<file path="config.mk">
export PLATFORM = sky130hd
export DESIGN_NAME = machine_display_scheduler
export DESIGN_NICKNAME = d
export VERILOG_FILES = /design/src/rtl/machine_display_pkg.sv /design/src/rtl/machine_display_scheduler_prescaler.sv /design/src/rtl/machine_display_scheduler.sv
export SDC_FILE = /design/constraint.sdc
export NUM_CORES = 1
export LEC_CHECK = 0
export BUFFER_PORTS_ARGS = -buffer_cell sky130_fd_sc_hd__buf_2
export CORE_AREA = 2 2 67 69
export CTS_BUF_LIST = sky130_fd_sc_hd__clkbuf_8
export CTS_CLUSTER_DIAMETER = 200
export DETAILED_ROUTE_END_ITERATION = 12
export DIE_AREA = 0 0 69 71
export GPL_ROUTABILITY_DRIVEN = 0
export GPL_TIMING_DRIVEN = 0
export PLACE_DENSITY = 0.78
export SYNTH_ARGS = -nofsm -noshare
export SYNTH_HDL_FRONTEND = slang
export SYNTH_SLANG_ARGS = --single-unit
</file>
<file path="constraint.sdc">
create_clock -name system1000 -period 4.1 [get_ports system1000]
set_clock_uncertainty 0.05 [all_clocks]
set_input_delay 0.205 -clock system1000 [delete_from_list [all_inputs] [get_ports system1000]]
set_output_delay 0.205 -clock system1000 [all_outputs]
set_load 0.01 [all_outputs]
</file>
<file path="src/rtl/machine_display_pkg.sv">
`default_nettype none
// ============================================================================
// Module      : machine_display_pkg
// Description : Shared constants, scan-state type and helpers for the
//               4-digit 7-segment display scheduler.
//               Render word layout: {act0, act1, act2, act3, anode_n}
//               with act0 in the most significant nibble.
// Revision    : 1.0 - initial release
// ============================================================================
package machine_display_pkg;

    localparam int NUM_DIGITS = 4;
    localparam int DIGIT_W    = 4;
    localparam int POS_W      = 2;
    localparam int ANODE_W    = 4;

    localparam logic [ANODE_W-1:0] ANODE_OFF = 4'b1111;

    // Render word field offsets
    localparam int S_W        = NUM_DIGITS * DIGIT_W + ANODE_W;
    localparam int ANODE_LSB  = 0;
    localparam int DIGIT0_LSB = S_W - DIGIT_W;

    typedef enum logic [0:0] {
        ST_BLANK = 1'b0,
        ST_SCAN  = 1'b1
    } scan_state_e;

    // LSB of digit k inside the render word (digit 0 sits highest)
    function automatic int digit_lsb(input int k);
        return DIGIT0_LSB - k * DIGIT_W;
    endfunction

    // Active-low one-hot anode select for a display position
    function automatic logic [ANODE_W-1:0] anode_encode(input logic [POS_W-1:0] pos);
        logic [ANODE_W-1:0] anode;
        case (pos)
            2'd0:    anode = 4'b1110;
            2'd1:    anode = 4'b1101;
            2'd2:    anode = 4'b1011;
            default: anode = 4'b0111;
        endcase
        return anode;
    endfunction

endpackage
`default_nettype wire

</file>
<file path="src/rtl/machine_display_scheduler_prescaler.sv">
`default_nettype none
// ============================================================================
// Module      : machine_dwell_prescaler
// Description : Dwell counter for the display multiplexer. Counts while
//               enabled, wraps DWELL-1 -> 0 and strobes o_wrap in the last
//               cycle of each dwell. Held at zero while disabled.
// Ports       : clk     - clock
//               rst_n   - asynchronous active-low reset
//               i_en    - count enable
//               o_cnt   - current dwell count
//               o_wrap  - high in the cycle the count is DWELL-1 (enabled)
// Revision    : 1.0 - initial release
// ============================================================================
module machine_dwell_prescaler
    import machine_display_pkg::*;
#(
    parameter int CNT_W = 16,
    parameter int DWELL = 50000
) (
    input  logic             clk,
    input  logic             rst_n,
    input  logic             i_en,
    output logic [CNT_W-1:0] o_cnt,
    output logic             o_wrap
);

    localparam logic [CNT_W-1:0] c_cnt_last = CNT_W'(DWELL - 1);
    localparam logic [CNT_W-1:0] c_cnt_one  = CNT_W'(1);

    logic [CNT_W-1:0] cnt_q;
    logic [CNT_W-1:0] cnt_d;
    logic             w_wrap;

    always_comb begin
        w_wrap = i_en && (cnt_q == c_cnt_last);
        cnt_d  = cnt_q;
        if (!i_en || w_wrap) begin
            cnt_d = '0;
        end else begin
            cnt_d = cnt_q + c_cnt_one;
        end
    end

    always_ff @(posedge clk or negedge rst_n) begin
        if (!rst_n) begin
            cnt_q <= '0;
        end else begin
            cnt_q <= cnt_d;
        end
    end

    assign o_cnt  = cnt_q;
    assign o_wrap = w_wrap;

endmodule
`default_nettype wire

</file>
<file path="src/rtl/machine_display_scheduler.sv">
`default_nettype none
// ============================================================================
// Module      : machine_display_scheduler
// Description : Sequencing controller for the 4-digit 7-segment render path.
//               Holds a shadow digit bank written through a valid/ready port
//               and an active bank that is refreshed from the shadow bank
//               only at a frame boundary (or at once while blanked), so the
//               display never shows a half-updated value.
// Ports       : system1000      - clock
//               system1000_rstn - asynchronous active-low reset
//               enable          - 1 = scan, 0 = blank and hold scan at start
//               wr_valid/ready  - shadow digit write handshake
//               wr_index/data   - shadow digit position / value
//               commit          - pulse requesting shadow -> active copy
//               commit_pending  - commit waiting for a frame boundary
//               frame_tick      - first cycle of a new frame
//               s               - render word {act0..act3, anode_n}
// Revision    : 1.0 - initial release
// ============================================================================
module machine_display_scheduler
    import machine_display_pkg::*;
#(
    parameter int CNT_W = 16,
    parameter int DWELL = 50000
) (
    input  logic               system1000,
    input  logic               system1000_rstn,
    input  logic               enable,
    input  logic               wr_valid,
    output logic               wr_ready,
    input  logic [POS_W-1:0]   wr_index,
    input  logic [DIGIT_W-1:0] wr_data,
    input  logic               commit,
    output logic               commit_pending,
    output logic               frame_tick,
    output logic [S_W-1:0]     s
);

    localparam logic [CNT_W-1:0] c_cnt_last = CNT_W'(DWELL - 1);
    localparam logic [POS_W-1:0] c_pos_last = POS_W'(NUM_DIGITS - 1);
    localparam logic [POS_W-1:0] c_pos_one  = POS_W'(1);

    scan_state_e                             state_q;
    scan_state_e                             state_d;
    logic [POS_W-1:0]                        pos_q;
    logic [POS_W-1:0]                        pos_d;
    logic [ANODE_W-1:0]                      anode_q;
    logic [ANODE_W-1:0]                      anode_d;
    logic [NUM_DIGITS-1:0][DIGIT_W-1:0]      shadow_q;
    logic [NUM_DIGITS-1:0][DIGIT_W-1:0]      shadow_d;
    logic [NUM_DIGITS-1:0][DIGIT_W-1:0]      active_q;
    logic [NUM_DIGITS-1:0][DIGIT_W-1:0]      active_d;
    logic                                    commit_pending_q;
    logic                                    commit_pending_d;
    logic                                    frame_tick_q;
    logic                                    frame_tick_d;

    logic [CNT_W-1:0]                        w_cnt;
    logic                                    w_wrap;
    logic                                    w_run;
    logic                                    w_fb;
    logic                                    w_swap;
    logic                                    w_wr_fire;

    // The counter only runs once the scan state has been entered: the cycle
    // in which enable rises is spent preloading anode 1110, so position 0
    // is then lit for a full dwell.
    assign w_run = (state_q == ST_SCAN) && enable;

    machine_dwell_prescaler #(
        .CNT_W (CNT_W),
        .DWELL (DWELL)
    ) u_prescaler (
        .clk    (system1000),
        .rst_n  (system1000_rstn),
        .i_en   (w_run),
        .o_cnt  (w_cnt),
        .o_wrap (w_wrap)
    );

    // Last cycle of position 3: the next cycle starts a new frame
    assign w_fb      = enable && (pos_q == c_pos_last) && (w_cnt == c_cnt_last);
    assign w_swap    = commit_pending_q && (w_fb || !enable);
    // The shadow bank is frozen during the copy so the swap sees a stable
    // snapshot; a write offered then is simply held off for one cycle.
    assign w_wr_fire = wr_valid && !w_swap;

    always_comb begin
        state_d          = state_q;
        pos_d            = pos_q;
        anode_d          = anode_q;
        shadow_d         = shadow_q;
        active_d         = active_q;
        commit_pending_d = commit_pending_q;
        frame_tick_d     = 1'b0;

        // Scan state machine
        case (state_q)
            ST_BLANK: state_d = enable ? ST_SCAN : ST_BLANK;
            ST_SCAN:  state_d = enable ? ST_SCAN : ST_BLANK;
            default:  state_d = ST_BLANK;
        endcase

        if (!enable) begin
            pos_d = '0;
        end else if (w_wrap) begin
            pos_d = pos_q + c_pos_one;
        end

        // Anode is registered from the next position so it changes in the
        // same cycle as pos and lines up with frame_tick and the bank swap.
        anode_d = enable ? anode_encode(pos_d) : ANODE_OFF;

        if (w_wr_fire) begin
            shadow_d[wr_index] = wr_data;
        end

        if (w_swap) begin
            active_d         = shadow_q;
            // A commit landing in the swap cycle arms the next boundary
            commit_pending_d = commit;
        end else begin
            commit_pending_d = commit_pending_q | commit;
        end

        frame_tick_d = w_fb;
    end

    always_ff @(posedge system1000 or negedge system1000_rstn) begin
        if (!system1000_rstn) begin
            state_q          <= ST_BLANK;
            pos_q            <= '0;
            anode_q          <= ANODE_OFF;
            shadow_q         <= '0;
            active_q         <= '0;
            commit_pending_q <= 1'b0;
            frame_tick_q     <= 1'b0;
        end else begin
            state_q          <= state_d;
            pos_q            <= pos_d;
            anode_q          <= anode_d;
            shadow_q         <= shadow_d;
            active_q         <= active_d;
            commit_pending_q <= commit_pending_d;
            frame_tick_q     <= frame_tick_d;
        end
    end

    // Render word assembly
    generate
        for (genvar k = 0; k < NUM_DIGITS; k++) begin : g_digits
            localparam int c_lsb = digit_lsb(k);
            assign s[c_lsb +: DIGIT_W] = active_q[k];
        end
    endgenerate

    assign s[ANODE_LSB +: ANODE_W] = anode_q;

    assign wr_ready       = !w_swap;
    assign commit_pending = commit_pending_q;
    assign frame_tick     = frame_tick_q;

endmodule
`default_nettype wire

</file>
Yosys cells after proc, flatten, opt, wreduce, memory -nomap -nowiden. Cells that the tools add are included.

Add/sub/neg operators: 2. $lt $le $gt $ge: 2. Equality and inequality tests: 4. Mux-type cells: 10. Bitwise logic cells: 1. Reductions and logical operators: 13.

Operator list (count): $add 16x1->16 const B (1); $bwmux 16 (1); $eq 16x16->1 const B (1); $mux 16 (1); $pmux 4 s3 (1); $demux 4 s2 (1); $mux 4 (2); $logic_and 1x1->1 (7); $eq 2x2->1 const B (2); $mux 2 (2); $logic_not 1->1 (3); $lt 2x3->1 const B (1); $add 2x1->2 const B (1); $eq 2x1->1 const B (1); $ge 2x1->1 const B (1); $logic_not 2->1 (1); $logic_or 1x1->1 (2); $mux 1 (2); $or 1x1->1 (1).

Register bits after elaboration: 57.

Longest topological paths before layout. Gate-level depths: netlist (run 1).

Word-level depth: 7. Mapped depth: 6. Depth with buffers taken out: 5.

By module. From an unflattened synthesis (run 1), not the netlist that was laid out.

Cell total of the unflattened synthesis: 189. Area total of the unflattened synthesis: 2491.1 um2.

By module, submodules not included: machine_display_scheduler (times used 1, cells each 107, area each 1679.1 um2, seq. area each 1031.0 um2); machine_dwell_prescaler (times used 1, cells each 82, area each 812.0 um2, seq. area each 400.4 um2).

Worst setup path after synthesis (run 1). Ideal clock, no wire load.

Path kind: register to register. Start point: reg u_prescaler.cnt_q[11] (netlist: u_prescaler.o_cnt[11]). End point: reg shadow_q[0] (netlist bit). Library setup time: 0.125 ns. Arrival: 2.168 ns. Required time: 3.925 ns. Path slack: 1.757 ns. Cell stages (with the launch flop): 5. Path buffers: 0. Clock period less this slack: 2.343 ns. Path through: dfrtp_1 > or4b_2 > nor4_4 > o41a_1 > mux2_2.

Longest elaborated chain between the ends: 6.

Ends and longest elaborated chain: start: declaration (line machine_display_scheduler_prescaler.sv:30) `logic [CNT_W-1:0] cnt_q;`; start signal: assignment (line machine_display_scheduler_prescaler.sv:48) `cnt_q <= cnt_d;`; $eq 16x16->1 (line machine_display_scheduler.sv:82) `assign w_fb = enable && (pos_q == c_pos_last) && (w_cnt == c_cnt_last);`; $logic_and 1x1->1 (line machine_display_scheduler.sv:82); $logic_or 1x1->1 (line machine_display_scheduler.sv:83) `assign w_swap = commit_pending_q && (w_fb || !enable);`; $logic_and 1x1->1 (line machine_display_scheduler.sv:83); $logic_not 1->1 (line machine_display_scheduler.sv:86) `assign w_wr_fire = wr_valid && !w_swap;`; $logic_and 1x1->1 (line machine_display_scheduler.sv:86); end signal: assignment (line machine_display_scheduler.sv:142) `shadow_q <= shadow_d;`; end: declaration (line machine_display_scheduler.sv:49) `logic [NUM_DIGITS-1:0][DIGIT_W-1:0] shadow_q;`.

Every way passes these cells. A chain may end at the register's enable or synchronous reset.

Worst setup path in the final report (run 1).
Start point: reg u_prescaler.cnt_q[11] (netlist: u_prescaler.o_cnt[11]). End point: out wr_ready.

Longest elaborated chain between the ends: 5.

Ends and longest elaborated chain: $eq 16x16->1 (line machine_display_scheduler.sv:82); $logic_and 1x1->1 (line machine_display_scheduler.sv:82); $logic_or 1x1->1 (line machine_display_scheduler.sv:83); $logic_and 1x1->1 (line machine_display_scheduler.sv:83); $logic_not 1->1 (line machine_display_scheduler.sv:159) `assign wr_ready = !w_swap;`; end: declaration (line machine_display_scheduler.sv:30) `output logic wr_ready,`.

Every way passes these cells.

==> results of run 1 <==
## what timing repair did
action / 4_1_cts / 5_1_grt
setup endpoints to repair: 0 / 0
hold buffers: 1 / 1
endpoints found under the hold margin: 1 / 53
## through the flow
step / setup slack [ps] / hold WS [ps] / util, % / instances
4_1_cts: 1300 / 4.06 / 68.8 / 299
5_1_grt: 1180 / 29.1 / 69.1 / 300
3_3_place_gp: 1510 / 339 / 63.9 / 283
6_report: 1340 / 23.8 / 69.1 / 300
2_1_floorplan: 1760 / -141 / - / 198
3_5_place_dp: 1480 / 339 / 63.9 / 283
## cell usage after synthesis
cell | number | share of area, %
nor4_1 | 6 | 1.5
dfstp_2 | 4 | 4.3
nand2_1 | 12 | 1.8
nor2_1 | 20 | 3.1
nand4_1 | 7 | 1.8
xor2_1 | 2 | 0.71
ha_1 | 2 | 1.0
o41a_1 | 1 | 0.46
o21ai_4 | 1 | 0.66
clkbuf_1 | 1 | 0.15
buf_6 | 1 | 0.46
dfrtp_1 | 53 | 54
nand3_1 | 9 | 1.8
o21ai_0 | 4 | 0.81
nor3b_1 | 2 | 0.61
xnor2_1 | 12 | 4.3
o21bai_1 | 1 | 0.31
nor4_4 | 1 | 0.87
buf_2 | 2 | 0.41
mux2_2 | 32 | 15
mux2i_1 | 1 | 0.41
a21oi_1 | 2 | 0.41
inv_1 | 5 | 0.76
or4_1 | 1 | 0.31
or4b_2 | 2 | 0.81
nor2b_1 | 3 | 0.76
and2_2 | 1 | 0.31
and3_1 | 1 | 0.25
nand4b_1 | 1 | 0.36
a41oi_1 | 2 | 0.71
nor3_1 | 6 | 1.2
## metal layers
metal | share of wire [%] | track usage, %
met5 | 0 | 0
met4 | 0.69 | 8.28
met3 | 4.4 | 6.70
met2 | 51 | 33.9
met1 | 44 | 22.1
## flip-flops by register name, summed over array words and instances, names as in the netlist
signal             cells
s                     16
shadow_q              16
u_prescaler.o_cnt     16
anode_q                4
pos_q                  2
commit_pending         1
frame_tick             1
state_q                1
## layout make-up
type	count	area, um2	area share (%)
Inverter	5	18.8	0.646
Clock inverter	4	43.8	1.51
Timing Repair Buffer	35	188	6.46
Clock buffer	11	151	5.21
Sequential cell	57	1430	49.3
Buffer	4	25.0	0.861
Multi-Input combinational cell	132	982	33.8
Tap cell	52	65.1	2.24
## final timing paths
path | cells past startpoint | slack (ps) | startpoint | end
min in group asynchronous | 2 | 420 | system1000_rstn | u_prescaler.o_cnt[3]
setup reg to reg | 4 | 1490 | u_prescaler.o_cnt[11] | shadow_q[13]
max in group asynchronous | 2 | 3140 | system1000_rstn | shadow_q[6]
setup / recovery | 5 | 1340 | u_prescaler.o_cnt[11] | wr_ready
hold / removal | 2 | 20 | commit | commit_pending
hold reg to reg | 1 | 450 | s[19] | s[19]
## kinds of logic (layout without fill, tap and decap cells)
kind of cell	count (synthesis)	after routing	share of synthesized area (%)
AOI/OAI and AO/OA	11	11	3.36
xor gates and xnor gates	14	14	4.99
adders and majority gates	2	2	1.02
buffers and inverters	9	59	1.78
DFF	57	57	58.2
muxes	33	33	15.1
and+or+nand+nor	72	72	15.5
## power by group through the flow
stage | combinational (mW) | clock, mW | sequential (mW)
after floorplan | 0.102 | 0 | 0.732
after global placement | 0.214 | 0 | 0.710
after detailed placement | 0.221 | 0 | 0.714
after CTS | 0.222 | 0.527 | 0.705
after global routing | 0.237 | 0.547 | 0.715
final | 0.218 | 0.513 | 0.704
==> results.sh, run 1 <==
export IMPL_switching_share_pct=24.5
export IMPL_initial_core_util_pct=58.5
export IMPL_tightest_slew_ps=700
export IMPL_drv_cap=0
export IMPL_dieArea_um2=4900
export IMPL_place_port_buffers=33
export IMPL_power_frac_seq_pct=49.1
export IMPL_htreeDepth=3
export IMPL_ys_seq_elements=57
export IMPL_p_total_mw=1.43
export IMPL_ys_types=31
export IMPL_fmax_ghz=0.363
export IMPL_clockBufferDepth=2
export IMPL_grt_ovfl_total=0
export IMPL_start_kind="flip-flop"
export IMPL_p_per_area_nw_per_um2=494
export IMPL_drtIter0Drc=159
export IMPL_slew_headroom_pct=52.9
export IMPL_min_path_type="in -> reg"
export IMPL_drc_errors=0
export IMPL_drt_wl_total_um=4510
export IMPL_num_fill_cells=308
export IMPL_path_delay_family="simple AND/OR/NAND/NOR gates"
export IMPL_n_antenna_cell=0
export IMPL_worstPathCellList="or4b_2 -> nor4_4 -> o21ai_4 -> buf_6 -> buf_2"
export IMPL_cts_sinks=57
export IMPL_finalSetupTns_ps=0
export IMPL_final_antenna_net_count=0
export IMPL_comb_power_share_pct=15.2
export IMPL_detailed_place_area_um2=2690
export IMPL_hold_violations=0
export IMPL_peakVddDrop_mv=0.313
export IMPL_cp_required_ps=3850
export IMPL_synth_fp_nets=211
export IMPL_dr_pass1_iters=4
export IMPL_core_um2=4200
export IMPL_pwr_share_clk_pct=35.8
export IMPL_cts_tree="done"
export IMPL_wl_per_cell_um=15.0
export IMPL_cts_repair_resized=0
export IMPL_die_h_um=71
export IMPL_final_max_slew_violation_count=0
export IMPL_areaGrowthSynthToFinish_pct=18.2
export IMPL_grt_max_degree=58
export IMPL_worstPathArrival_ps=2500
export IMPL_clk_pin_slew_ps=60
export IMPL_status="finished, final reports clean"
export IMPL_seq_area_frac_synth_pct=58.2
export IMPL_criticalPathCategory="reg -> out"
export IMPL_grt_pass1_vias=1689
export IMPL_cts_buffers_inserted=9
export IMPL_final_net_count=257
export IMPL_design_area_um2=2910
export IMPL_grt_setup_unrepaired="false"
export IMPL_critPathMaxStageDelay_ps=750
export IMPL_vias=1655
export IMPL_io_pins=34
export IMPL_syn_area_per_cell_um2=12.4
export IMPL_final_common_cell="dfrtp_1"
export IMPL_clk_latency_ps=330
export IMPL_intPower_mw=1.08
export IMPL_synth_cells=198
export IMPL_post_cts_buffers=0
export IMPL_layout_common_cells="dfrtp_1 (53), buf_2 (34), mux2_2 (32), nor2_1 (20)"
export IMPL_synth_warnings=0
export IMPL_synth_area_um2=2460
export IMPL_cp_buffers_inverters=2
export IMPL_p_leak_nw=1.26
export IMPL_clockRootBuffer="clkbuf_8"
export IMPL_die_width_um=69
export IMPL_viasPerCell=5.52
export IMPL_setup_violations_final=0
export IMPL_layout_drive_gt1_share_pct=36.7
export IMPL_end_kind="output pin"
export IMPL_crit_fanout=10
export IMPL_grt_total_usage_pct=19.5
export IMPL_rows=24
export IMPL_p_sw_uw=352
export IMPL_period_share_pct=67.2
export IMPL_antenna_found_initial=0
export IMPL_hpwl_um=3000
export IMPL_grt_pass1_wl_um=7390
export IMPL_cp_slowest_cell="or4b_2"
export IMPL_min_period_ps=2760
(Power assumes the default switching activity.)
==> inputs of run 2 (changes only) <==
CORE_AREA = 2 2 68 70   (was 2 2 67 69)
DIE_AREA = 0 0 70 72   (was 0 0 69 71)
PLACE_DENSITY = 0.76   (was 0.78)
clock period = 2.9 ns   (was 4.1 ns; I/O delays follow)
==> run 2 against run 1 <==
Effect of this change: count of clock-buffer cells in the layout up 1; combinational power up 44%; flip-flop and latch count unchanged; total power up 46%; design area up 0.60%; non-clock buffer count unchanged; largest cell class unchanged.
==> results.sh, run 2 (synthesis gave the netlist of run 1 again) <==
export IMPL_hold_violations=0
export IMPL_finalSetupTns_ps=0
export IMPL_wl_per_cell_um=15.2
export IMPL_core_um2=4260
export IMPL_initial_core_util_pct=57.6
export IMPL_p_per_area_nw_per_um2=715
export IMPL_cts_tree="done"
export IMPL_criticalPathCategory="reg -> out"
export IMPL_final_max_slew_violation_count=0
export IMPL_holdWs_ps=11.6
export IMPL_start_kind="flip-flop"
export IMPL_place_port_buffers=33
export IMPL_grt_total_usage_pct=20.4
export IMPL_slew_headroom_pct=20.0
export IMPL_io_pins=34
export IMPL_worstPathArrival_ps=2550
export IMPL_rows=24
export IMPL_end_kind="output pin"
export IMPL_grt_setup_unrepaired="false"
export IMPL_antenna_found_initial=0
export IMPL_drv_cap=0
export IMPL_vias=1657
export IMPL_die_h_um=72
export IMPL_areaGrowthSynthToFinish_pct=18.9
export IMPL_dr_pass1_iters=4
export IMPL_grt_ovfl_total=0
export IMPL_detailed_place_area_um2=2690
export IMPL_fmax_ghz=0.365
export IMPL_post_cts_buffers=0
export IMPL_clk_pin_slew_ps=60
export IMPL_cts_buffers_inserted=9
export IMPL_viasPerCell=5.50
export IMPL_drt_wl_total_um=4580
export IMPL_clockBufferDepth=2
export IMPL_drc_errors=0
export IMPL_period_share_pct=94.6
export IMPL_grt_pass1_vias=1621
export IMPL_final_antenna_net_count=0
export IMPL_layout_common_cells="dfrtp_1 (53), buf_2 (35), mux2_2 (32), nor2_1 (20)"
export IMPL_p_leak_nw=1.25
export IMPL_preCtsSetupSlack_ps=191
export IMPL_cts_sinks=57
export IMPL_r2r_setup_slack_ps=190
export IMPL_final_net_count=257
export IMPL_drtIter0Drc=89
export IMPL_htreeDepth=3
export IMPL_layout_drive_gt1_share_pct=37.3
export IMPL_grt_pass1_wl_um=7760
export IMPL_clockRootBuffer="clkbuf_8"
export IMPL_n_antenna_cell=0
export IMPL_clk_latency_ps=340
export IMPL_cp_required_ps=2710
export IMPL_dieArea_um2=5040
export IMPL_design_area_um2=2920
export IMPL_postLayoutSetupSlackWorst_ps=157
export IMPL_hpwl_um=3110
export IMPL_final_common_cell="dfrtp_1"
export IMPL_num_fill_cells=316
export IMPL_p_total_mw=2.09
export IMPL_min_period_ps=2740
export IMPL_grt_max_degree=58
export IMPL_peakVddDrop_mv=0.506
export IMPL_die_width_um=70
export IMPL_tightest_slew_ps=1200
export IMPL_status="finished, final reports clean"
export IMPL_min_path_type="in -> async"
export IMPL_setup_violations_final=0
export IMPL_crit_fanout=10
-- run 2: changes by cell type in the layout (fill, tap and decap cells not counted) --
cell,before,now
clkinvlp_4,0,2
buf_2,34,35
buf_4,1,0
clkbuf_8,11,12
clkinv_2,2,1
inv_1,6,5
-- run 2: worst paths after layout --
| kind | from | end | depth (start not counted) |
|---|---|---|---|
| min in group system1000 | wr_data[0] | shadow_q[12] | 2 |
| hold reg to reg | shadow_q[12] | shadow_q[12] | 1 |
| setup / recovery | u_prescaler.o_cnt[11] | wr_ready | 5 |
| setup reg to reg | u_prescaler.o_cnt[11] | shadow_q[7] | 4 |
| hold / removal | system1000_rstn | u_prescaler.o_cnt[6] | 1 |
| max in group asynchronous | system1000_rstn | shadow_q[15] | 1 |
-- run 2: layer usage --
| layer | share of wire [%] | vias to the layer above | track usage (%) | wire length (um) |
|---|---|---|---|---|
| met5 | 0 | - | 0 | 0 |
| li1 | - | 793 | - | - |
| met2 | 46 | 39 | 30.5 | 2120 |
| met4 | 2.1 | 0 | 10.3 | 95 |
| met3 | 5.5 | 9 | 6.53 | 251 |
| met1 | 46 | 816 | 27.1 | 2110 |
-- run 2: through the flow --
| stage | cells | util (%) |
|---|---|---|
| 6_report | 301 | 68.5 |
| 5_1_grt | 301 | 68.5 |
| 4_1_cts | 301 | 68.5 |
| 3_5_place_dp | 283 | 63.0 |
| 3_3_place_gp | 283 | 63.0 |
| 2_1_floorplan | 198 | - |
-- run 2: cell type report --
class / instances / area (um2) / share of cell area [%]
inverters: 5 / 18.8 / 0.642
plain buffers: 4 / 25.0 / 0.856
multi-input cells: 132 / 982 / 33.6
flip-flops and latches: 57 / 1430 / 49.0
clock buffers: 12 / 165 / 5.65
repair buffers: 35 / 185 / 6.34
well taps: 52 / 65.1 / 2.23
clock inverters: 4 / 50.0 / 1.71
-- run 2: report_power, final --
group	internal, mW	total (mW)	switching [mW]	leakage [nW]
clock	0.465	0.783	0.318	0.105
combinational	0.168	0.313	0.145	0.440
sequential	0.929	0.993	0.0637	0.710
-- run 2: timing repair --
item	4_1_cts	5_1_grt
gates resized for setup	0	0
hold endpoints to repair	2	0
hold buffers	2	0
-- run 2: critical path, stage by stage (launching register included) --
cell and delay [ps]:
dfrtp_1 410, or4b_2 760, nor4_4 530, o21ai_4 180, buf_6 190, buf_2 140
